--- src/rtl/calc_pkg.sv ---
// Shared types and defaults for the calculator command dispatcher.
package calc_pkg;
    localparam int CALC_DW         = 4;
    localparam int CALC_DEPTH      = 4;
    localparam int CALC_WAIT_LIMIT = 16;

    typedef enum logic [1:0] {
        OP_ADD = 2'd0,
        OP_SUB = 2'd1,
        OP_AND = 2'd2,
        OP_XOR = 2'd3
    } calc_op_e;

    typedef enum logic [1:0] {
        ST_IDLE,
        ST_ISSUE,
        ST_WAIT,
        ST_HOLD
    } disp_state_e;
endpackage

--- src/rtl/calc_cmd_dispatcher_if.sv ---
// Command, calculator and result channels of the dispatcher.
// slave = dispatcher view, master = producer/calculator/consumer view.
interface calc_cmd_dispatcher_if import calc_pkg::*; #(
    parameter int DEPTH = CALC_DEPTH,
    parameter int DW    = CALC_DW
) ();
    localparam int CW = $clog2(DEPTH) + 1;

    logic          cmd_valid;
    logic          cmd_ready;
    logic [1:0]    cmd_op;
    logic [DW-1:0] cmd_x;
    logic [DW-1:0] cmd_y;

    logic          go_calc;
    logic [1:0]    calc_op;
    logic [DW-1:0] calc_x;
    logic [DW-1:0] calc_y;
    logic          calc_done;
    logic [DW-1:0] calc_out;

    logic          res_valid;
    logic          res_ready;
    logic [DW-1:0] res_data;
    logic [1:0]    res_op;

    logic [CW-1:0] count;
    logic          timeout_err;

    modport slave (
        input  cmd_valid, cmd_op, cmd_x, cmd_y, calc_done, calc_out, res_ready,
        output cmd_ready, go_calc, calc_op, calc_x, calc_y,
               res_valid, res_data, res_op, count, timeout_err
    );

    modport master (
        output cmd_valid, cmd_op, cmd_x, cmd_y, calc_done, calc_out, res_ready,
        input  cmd_ready, go_calc, calc_op, calc_x, calc_y,
               res_valid, res_data, res_op, count, timeout_err
    );
endinterface

--- src/rtl/calc_cmd_fifo.sv ---
// Purpose: DEPTH-entry command FIFO, head shown combinationally (zero when empty).
// Latency: a push is visible at head/count one edge later.
// Backpressure: push ignored when full, pop ignored when empty.
module calc_cmd_fifo #(
    parameter int DEPTH = 4,
    parameter int W     = 10
) (
    input  logic                   clk,
    input  logic                   rst,
    input  logic                   push,
    input  logic                   pop,
    input  logic [W-1:0]           din,
    output logic [W-1:0]           head,
    output logic [$clog2(DEPTH):0] count
);
    localparam int AW = $clog2(DEPTH);
    localparam int CW = AW + 1;

    logic [W-1:0]  mem [DEPTH];
    logic [AW-1:0] wr_ptr;
    logic [AW-1:0] rd_ptr;
    logic          do_push;
    logic          do_pop;

    assign do_push = push && (count < CW'(DEPTH));
    assign do_pop  = pop && (count != '0);

    // Power-of-two depth lets the pointers wrap by plain overflow.
    always_ff @(posedge clk or posedge rst) begin
        if (rst) begin
            wr_ptr <= '0;
            rd_ptr <= '0;
            count  <= '0;
        end else begin
            if (do_push) wr_ptr <= wr_ptr + AW'(1);
            if (do_pop)  rd_ptr <= rd_ptr + AW'(1);
            case ({do_push, do_pop})
                2'b10:   count <= count + CW'(1);
                2'b01:   count <= count - CW'(1);
                default: ;
            endcase
        end
    end

    always_ff @(posedge clk) begin
        if (do_push) mem[wr_ptr] <= din;
    end

    assign head = (count != '0) ? mem[rd_ptr] : '0;
endmodule

--- src/rtl/calc_cmd_dispatcher.sv ---
// Purpose: queue (op,x,y) commands and run them one at a time on the calculator.
// Latency: push at edge k -> go_calc during k+1..k+2; result valid from the done edge.
// Backpressure: cmd_ready = FIFO not full; nothing is issued while a result waits in HOLD.
module calc_cmd_dispatcher import calc_pkg::*; #(
    parameter int DEPTH      = CALC_DEPTH,
    parameter int DW         = CALC_DW,
    parameter int WAIT_LIMIT = CALC_WAIT_LIMIT
) (
    input logic                  clk,
    input logic                  rst,
    calc_cmd_dispatcher_if.slave bus
);
    localparam int CW  = $clog2(DEPTH) + 1;
    localparam int EW  = 2 + 2 * DW;
    localparam int WCW = $clog2(WAIT_LIMIT + 1);

    disp_state_e    state;
    disp_state_e    state_nxt;
    logic [CW-1:0]  count;
    logic [EW-1:0]  head;
    logic           push;
    logic           pop;
    logic           done_ev;
    logic           timeout_ev;
    logic           wait_hit;
    logic [WCW-1:0] wait_cnt;
    logic           go_calc;
    logic           res_valid;
    logic [DW-1:0]  res_data;
    logic [1:0]     res_op;
    logic           timeout_err;

    assign bus.cmd_ready = (count < CW'(DEPTH));
    assign push          = bus.cmd_valid & bus.cmd_ready;

    calc_cmd_fifo #(
        .DEPTH (DEPTH),
        .W     (EW)
    ) u_fifo (
        .clk   (clk),
        .rst   (rst),
        .push  (push),
        .pop   (pop),
        .din   ({bus.cmd_op, bus.cmd_x, bus.cmd_y}),
        .head  (head),
        .count (count)
    );

    assign {bus.calc_op, bus.calc_x, bus.calc_y} = head;

    // Done takes priority over a timeout landing on the same edge.
    assign wait_hit   = (wait_cnt == WCW'(WAIT_LIMIT - 1));
    assign done_ev    = (state == ST_WAIT) && bus.calc_done;
    assign timeout_ev = (state == ST_WAIT) && !bus.calc_done && wait_hit;
    assign pop        = done_ev | timeout_ev;

    always_ff @(posedge clk or posedge rst) begin
        if (rst) state <= ST_IDLE;
        else     state <= state_nxt;
    end

    always_comb begin
        state_nxt = state;
        go_calc   = 1'b0;
        res_valid = 1'b0;
        unique case (state)
            ST_IDLE:  if (count != '0) state_nxt = ST_ISSUE;
            ST_ISSUE: begin
                go_calc   = 1'b1;
                state_nxt = ST_WAIT;
            end
            ST_WAIT: begin
                if (bus.calc_done)  state_nxt = ST_HOLD;
                else if (wait_hit)  state_nxt = ST_IDLE;
            end
            ST_HOLD: begin
                res_valid = 1'b1;
                if (bus.res_ready) state_nxt = ST_IDLE;
            end
            default: state_nxt = ST_IDLE;
        endcase
    end

    always_ff @(posedge clk or posedge rst) begin
        if (rst) begin
            wait_cnt    <= '0;
            res_data    <= '0;
            res_op      <= '0;
            timeout_err <= 1'b0;
        end else begin
            if (state == ST_ISSUE)     wait_cnt <= '0;
            else if (state == ST_WAIT) wait_cnt <= wait_cnt + WCW'(1);
            if (done_ev) begin
                res_data <= bus.calc_out;
                res_op   <= bus.calc_op;
            end
            if (timeout_ev) timeout_err <= 1'b1;
        end
    end

    assign bus.go_calc     = go_calc;
    assign bus.res_valid   = res_valid;
    assign bus.res_data    = res_data;
    assign bus.res_op      = res_op;
    assign bus.count       = count;
    assign bus.timeout_err = timeout_err;
endmodule

--- src/flat_wrapper.sv ---
// flat-port wrapper written by rule: the top's interface ports become plain ports
module calc_cmd_dispatcher_flat import calc_pkg::*;
#(
    parameter int DEPTH      = CALC_DEPTH,
    parameter int DW         = CALC_DW,
    parameter int WAIT_LIMIT = CALC_WAIT_LIMIT
)
  (clk, rst, bus_cmd_valid, bus_cmd_op, bus_cmd_x, bus_cmd_y, bus_calc_done, bus_calc_out, bus_res_ready, bus_cmd_ready, bus_go_calc, bus_calc_op, bus_calc_x, bus_calc_y, bus_res_valid, bus_res_data, bus_res_op, bus_count, bus_timeout_err);
  calc_cmd_dispatcher_if #(.DEPTH(DEPTH), .DW(DW)) bus_i ();
  input logic clk;
  input logic rst;
  input wire logic [$bits(bus_i.cmd_valid)-1:0] bus_cmd_valid;
  input wire logic [$bits(bus_i.cmd_op)-1:0] bus_cmd_op;
  input wire logic [$bits(bus_i.cmd_x)-1:0] bus_cmd_x;
  input wire logic [$bits(bus_i.cmd_y)-1:0] bus_cmd_y;
  input wire logic [$bits(bus_i.calc_done)-1:0] bus_calc_done;
  input wire logic [$bits(bus_i.calc_out)-1:0] bus_calc_out;
  input wire logic [$bits(bus_i.res_ready)-1:0] bus_res_ready;
  output wire logic [$bits(bus_i.cmd_ready)-1:0] bus_cmd_ready;
  output wire logic [$bits(bus_i.go_calc)-1:0] bus_go_calc;
  output wire logic [$bits(bus_i.calc_op)-1:0] bus_calc_op;
  output wire logic [$bits(bus_i.calc_x)-1:0] bus_calc_x;
  output wire logic [$bits(bus_i.calc_y)-1:0] bus_calc_y;
  output wire logic [$bits(bus_i.res_valid)-1:0] bus_res_valid;
  output wire logic [$bits(bus_i.res_data)-1:0] bus_res_data;
  output wire logic [$bits(bus_i.res_op)-1:0] bus_res_op;
  output wire logic [$bits(bus_i.count)-1:0] bus_count;
  output wire logic [$bits(bus_i.timeout_err)-1:0] bus_timeout_err;
  assign bus_i.cmd_valid = bus_cmd_valid;
  assign bus_i.cmd_op = bus_cmd_op;
  assign bus_i.cmd_x = bus_cmd_x;
  assign bus_i.cmd_y = bus_cmd_y;
  assign bus_i.calc_done = bus_calc_done;
  assign bus_i.calc_out = bus_calc_out;
  assign bus_i.res_ready = bus_res_ready;
  assign bus_cmd_ready = bus_i.cmd_ready;
  assign bus_go_calc = bus_i.go_calc;
  assign bus_calc_op = bus_i.calc_op;
  assign bus_calc_x = bus_i.calc_x;
  assign bus_calc_y = bus_i.calc_y;
  assign bus_res_valid = bus_i.res_valid;
  assign bus_res_data = bus_i.res_data;
  assign bus_res_op = bus_i.res_op;
  assign bus_count = bus_i.count;
  assign bus_timeout_err = bus_i.timeout_err;
  calc_cmd_dispatcher #(.DEPTH(DEPTH), .DW(DW), .WAIT_LIMIT(WAIT_LIMIT)) u_core (.clk(clk), .rst(rst), .bus(bus_i));
endmodule
--- config.mk ---
export PLATFORM = sky130hd
export DESIGN_NAME = calc_cmd_dispatcher_flat
export DESIGN_NICKNAME = d
export VERILOG_FILES = /design/src/rtl/calc_pkg.sv /design/src/rtl/calc_cmd_dispatcher_if.sv /design/src/rtl/calc_cmd_fifo.sv /design/src/rtl/calc_cmd_dispatcher.sv /design/src/flat_wrapper.sv
export SDC_FILE = /design/constraint.sdc
export NUM_CORES = 1
export LEC_CHECK = 0
export ABC_CLOCK_PERIOD_IN_PS = 5150
export BUFFER_PORTS_ARGS = -buffer_cell sky130_fd_sc_hd__buf_4
export CAP_MARGIN = 30
export CORE_MARGIN = 5
export CORE_UTILIZATION = 55
export DETAILED_ROUTE_END_ITERATION = 6
export PLACE_DENSITY_LB_ADDON = 0.05
export SLEW_MARGIN = 0
export SYNTH_ARGS = -nofsm -noshare
export SYNTH_HDL_FRONTEND = slang
export SYNTH_SLANG_ARGS = --single-unit
--- constraint.sdc ---
create_clock -name clk -period 5.15 [get_ports clk]
set_clock_uncertainty 0.05 [all_clocks]
set_input_delay 0.515 -clock clk [delete_from_list [all_inputs] [get_ports clk]]
set_output_delay 0.515 -clock clk [all_outputs]
set_load 0.005 [all_outputs]
==> results.md <==
* Worst Path Max Fanout at 12
* Clock-pin slew on the worst setup and hold paths at about 70 ps
* TNS Setup at 0 ps
* Synthesized cell area at between 0.002 and 0.003 mm²
* DRT Wirelength at approximately 4600 µm
* Slew Viols, Final at 0
* #FFs+latches synth at 61
* Total CTS buffers at 9
* VDD IR-drop max at approximately 330 µV
* Crit path kind: flip-flop to primary output
* MaxCap Viol Count at 0
* Yosys cell types at 32
* Combinational cell fraction of total power at 37.1%
* Simple-gate share of the synthesized area at between 6 and 7%
* Rel. slew slack at approximately 47%
* Critical Path Start Type: flip-flop
* Seq/Total Area, Yosys at around two thirds
* CTS tree: built
* Number of global-route vias before repair at roughly 1600
* Pwr Density at approximately 560 mW/mm²
* Largest net degree at the start of global routing at 22
* Yosys warns at 0
* Core Area at between 0.004 and 0.005 mm²
* Post-synthesis adder-cell area fraction at under 10%
* Post-CTS Setup Bufs at 0
* Final worst path period share at between 50% and 60%
* Cell taking the most area after synthesis: edfxtp_1
* Largest family of logic cells by synthesized area: multiplexers
* Net Sw Frac at approximately a third
* Fillers at between 300 and 400
* Root Buffer: clkbuf_8
* DR pass1 iterations at 4
* Compound-gate portion of the synthesized area at 3.84%
* Drt via density at approximately 5.3
* Clock tree sinks at 61
* Die width at 78.9 µm
* Row count at 25
* DR WL/cell at around 17 µm
* Chip height at 78.9 µm
* Switch Pwr at between 0.5 and 0.6 mW
* Max clock buf depth at 2
* Port bufs at a little over 40
* H-tree depth at 3
* CTS resizes at 0
* Post-synth net total at between 150 and 200
* Synth-to-layout area growth at 20.0%
* Initial antenna violation count at 0
* DP HPWL at 3170 µm
* Starting Density at ~56%
* DRC viols at 0
* Cts hold-fix bufs at 0
* Final Core Density at about two thirds
* Fmax at 388 MHz
* Gate count of the mapped netlist at 161
* Placer Congestion at roughly 0.78
* Antenna Violating Nets Remaining at 0
* RSZ-0062 raised after global routing: false
* Worst-skew pair later-pin latency at around 330 ps
* ANT cells at 0
* Fin crit period at 2580 ps
* Clock share of power at between 15 and 20%
* Dominant cells by area after synthesis: edfxtp_1, dfrtp_1, mux4_2
* Internal power at 1.19 mW
* Gr usage total at 16.8%
* Vias at ~1400
* Multiplexer share of the synthesized area at roughly an eighth
* Min-Delay Path Class: input port to async pin
* Hold Violations, Final at 0
* Layout cells sized above 1 at 33.5%
* Pleak at 1.29 nW
* Iteration-0 DRC Markers at 51
* WP data required at around 4600 ps
* IO Pins at between 40 and 50
* Syn_area_per_cell at around 16 µm²
* Share of the synthesized area in the top cell type at ~46%
* Outcome: complete, no violations
* CP endpoint kind: primary output
* Fin nets at about 240
* Die area at 0.00622 mm²
* First-pass GRT wire length at ~7700 µm
* Worst path arrival time at between 2000 and 2500 ps
* Sequential Power Share at 43.1%
* Worst slew pin tran at around 800 ps
* Setup Viol. Count Final at 0
* GR Overflow Total at 0
* Post-Synth XOR/XNOR Area at about 2.0%
## registers in the layout (all words and copies together) (netlist names)
signal                  count
u_core.bus.timeout_err      1
u_core.u_fifo.mem          40
u_core.state                2
u_core.bus.res_data         4
u_core.u_fifo.rd_ptr        2
u_core.wait_cnt             5
u_core.u_fifo.wr_ptr        2
u_core.bus.res_op           2
u_core.u_fifo.count         3
## critical path, cell delays in order (launching register included)
cell and delay [ps]:
dfrtp_1 810, mux4_2 580, and2b_1 170, buf_4 130
## kinds of logic (layout without fill, tap and decap cells)
kind of cell	Yosys count	in the layout
buf+inv	17	71
compound gates	16	16
simple gates	30	30
fa+ha+maj	13	13
xor+xnor	6	6
mux	18	18
flops	61	61
## through the flow
| step | total power [mW] | worst slack (ps) | std cells | instance area [µm²] | hold WS [ps] |
|---|---|---|---|---|---|
| after floorplan | 1.15 | 2920 | 161 | 2610 | 393 |
| after global placement | 1.40 | 2750 | 253 | 2970 | 430 |
| after detailed placement | 1.43 | 2660 | 253 | 2970 | 431 |
| after CTS | 1.77 | 2480 | 269 | 3130 | 321 |
| after global routing | 1.88 | 2390 | 269 | 3130 | 325 |
| final | 1.75 | 2570 | 269 | 3130 | 291 |
## cell usage in the layout (no fill, tap or decap), types with 5 or more instances in the layout
| master | count |
|---|---|
| nor2b_1 | 8 |
| nand2_1 | 5 |
| ha_1 | 12 |
| clkbuf_8 | 9 |
| mux2_2 | 6 |
| o21ai_0 | 7 |
| inv_1 | 13 |
| dfrtp_1 | 21 |
| edfxtp_1 | 40 |
| and2b_1 | 5 |
| mux4_2 | 10 |
| buf_4 | 42 |
## Yosys cell counts, drive strengths merged
master	n
fa	1
mux4	10
xnor2	3
a31oi	1
nor2	2
ha	12
and3	1
a31o	1
o22ai	1
a2111oi	1
dfrtp	21
and2b	5
and2	4
mux2	6
inv	13
nor3	1
nand2	5
nor3b	2
buf	2
nand2b	1
a21oi	2
mux2i	2
xor2	3
a211oi	1
o21ai	7
a2bb2oi	1
clkbuf	2
nor2b	8
a22o	1
nand4	1
edfxtp	40
## path summary, 6_finish.rpt
check	from	to	slack [ps]	cells after the start
setup / recovery	u_core.u_fifo.rd_ptr[0]$_DFFE_PP0P_	bus_calc_y[0]	2570	3
hold / removal	rst	u_core.u_fifo.count[2]$_DFFE_PP0P_	290	2
setup reg to reg	u_core.wait_cnt[0]$_DFFE_PP0P_	u_core.u_fifo.count[2]$_DFFE_PP0P_	2650	11
hold reg to reg	u_core.wait_cnt[3]$_DFFE_PP0P_	u_core.wait_cnt[3]$_DFFE_PP0P_	440	1
max in group asynchronous	rst	u_core.u_fifo.rd_ptr[0]$_DFFE_PP0P_	4260	2
min in group clk	bus_cmd_x[2]	u_core.u_fifo.mem[3][6]$_DFFE_PP_	340	1
## area by class of cell
class	instances	area, µm²	area share (%)
Clock buffer	10	128	4.08
Clock inverter	6	30.0	0.960
Tap cell	54	67.6	2.16
Multi-Input combinational cell	83	813	26.0
Timing Repair Buffer	42	315	10.1
Inverter	13	48.8	1.56
Sequential cell	61	1730	55.2
## power groups by stage
stage | clock, mW | sequential, mW | combinational (mW)
6_report | 0.347 | 0.756 | 0.650
5_1_grt | 0.375 | 0.776 | 0.726
4_1_cts | 0.352 | 0.760 | 0.662
3_5_place_dp | 0 | 0.770 | 0.659
3_3_place_gp | 0 | 0.761 | 0.636
2_1_floorplan | 0 | 0.714 | 0.437
## metal layers
layer / vias up / routed length (µm) / GRT usage (%)
li1: 681 / - / -
met3: 8 / 161 / 3.74
met4: 0 / 84 / 9.45
met2: 31 / 2390 / 27.9
met1: 716 / 1980 / 20.3
met5: - / 0 / 0
Power figures use the tool's default switching activity.
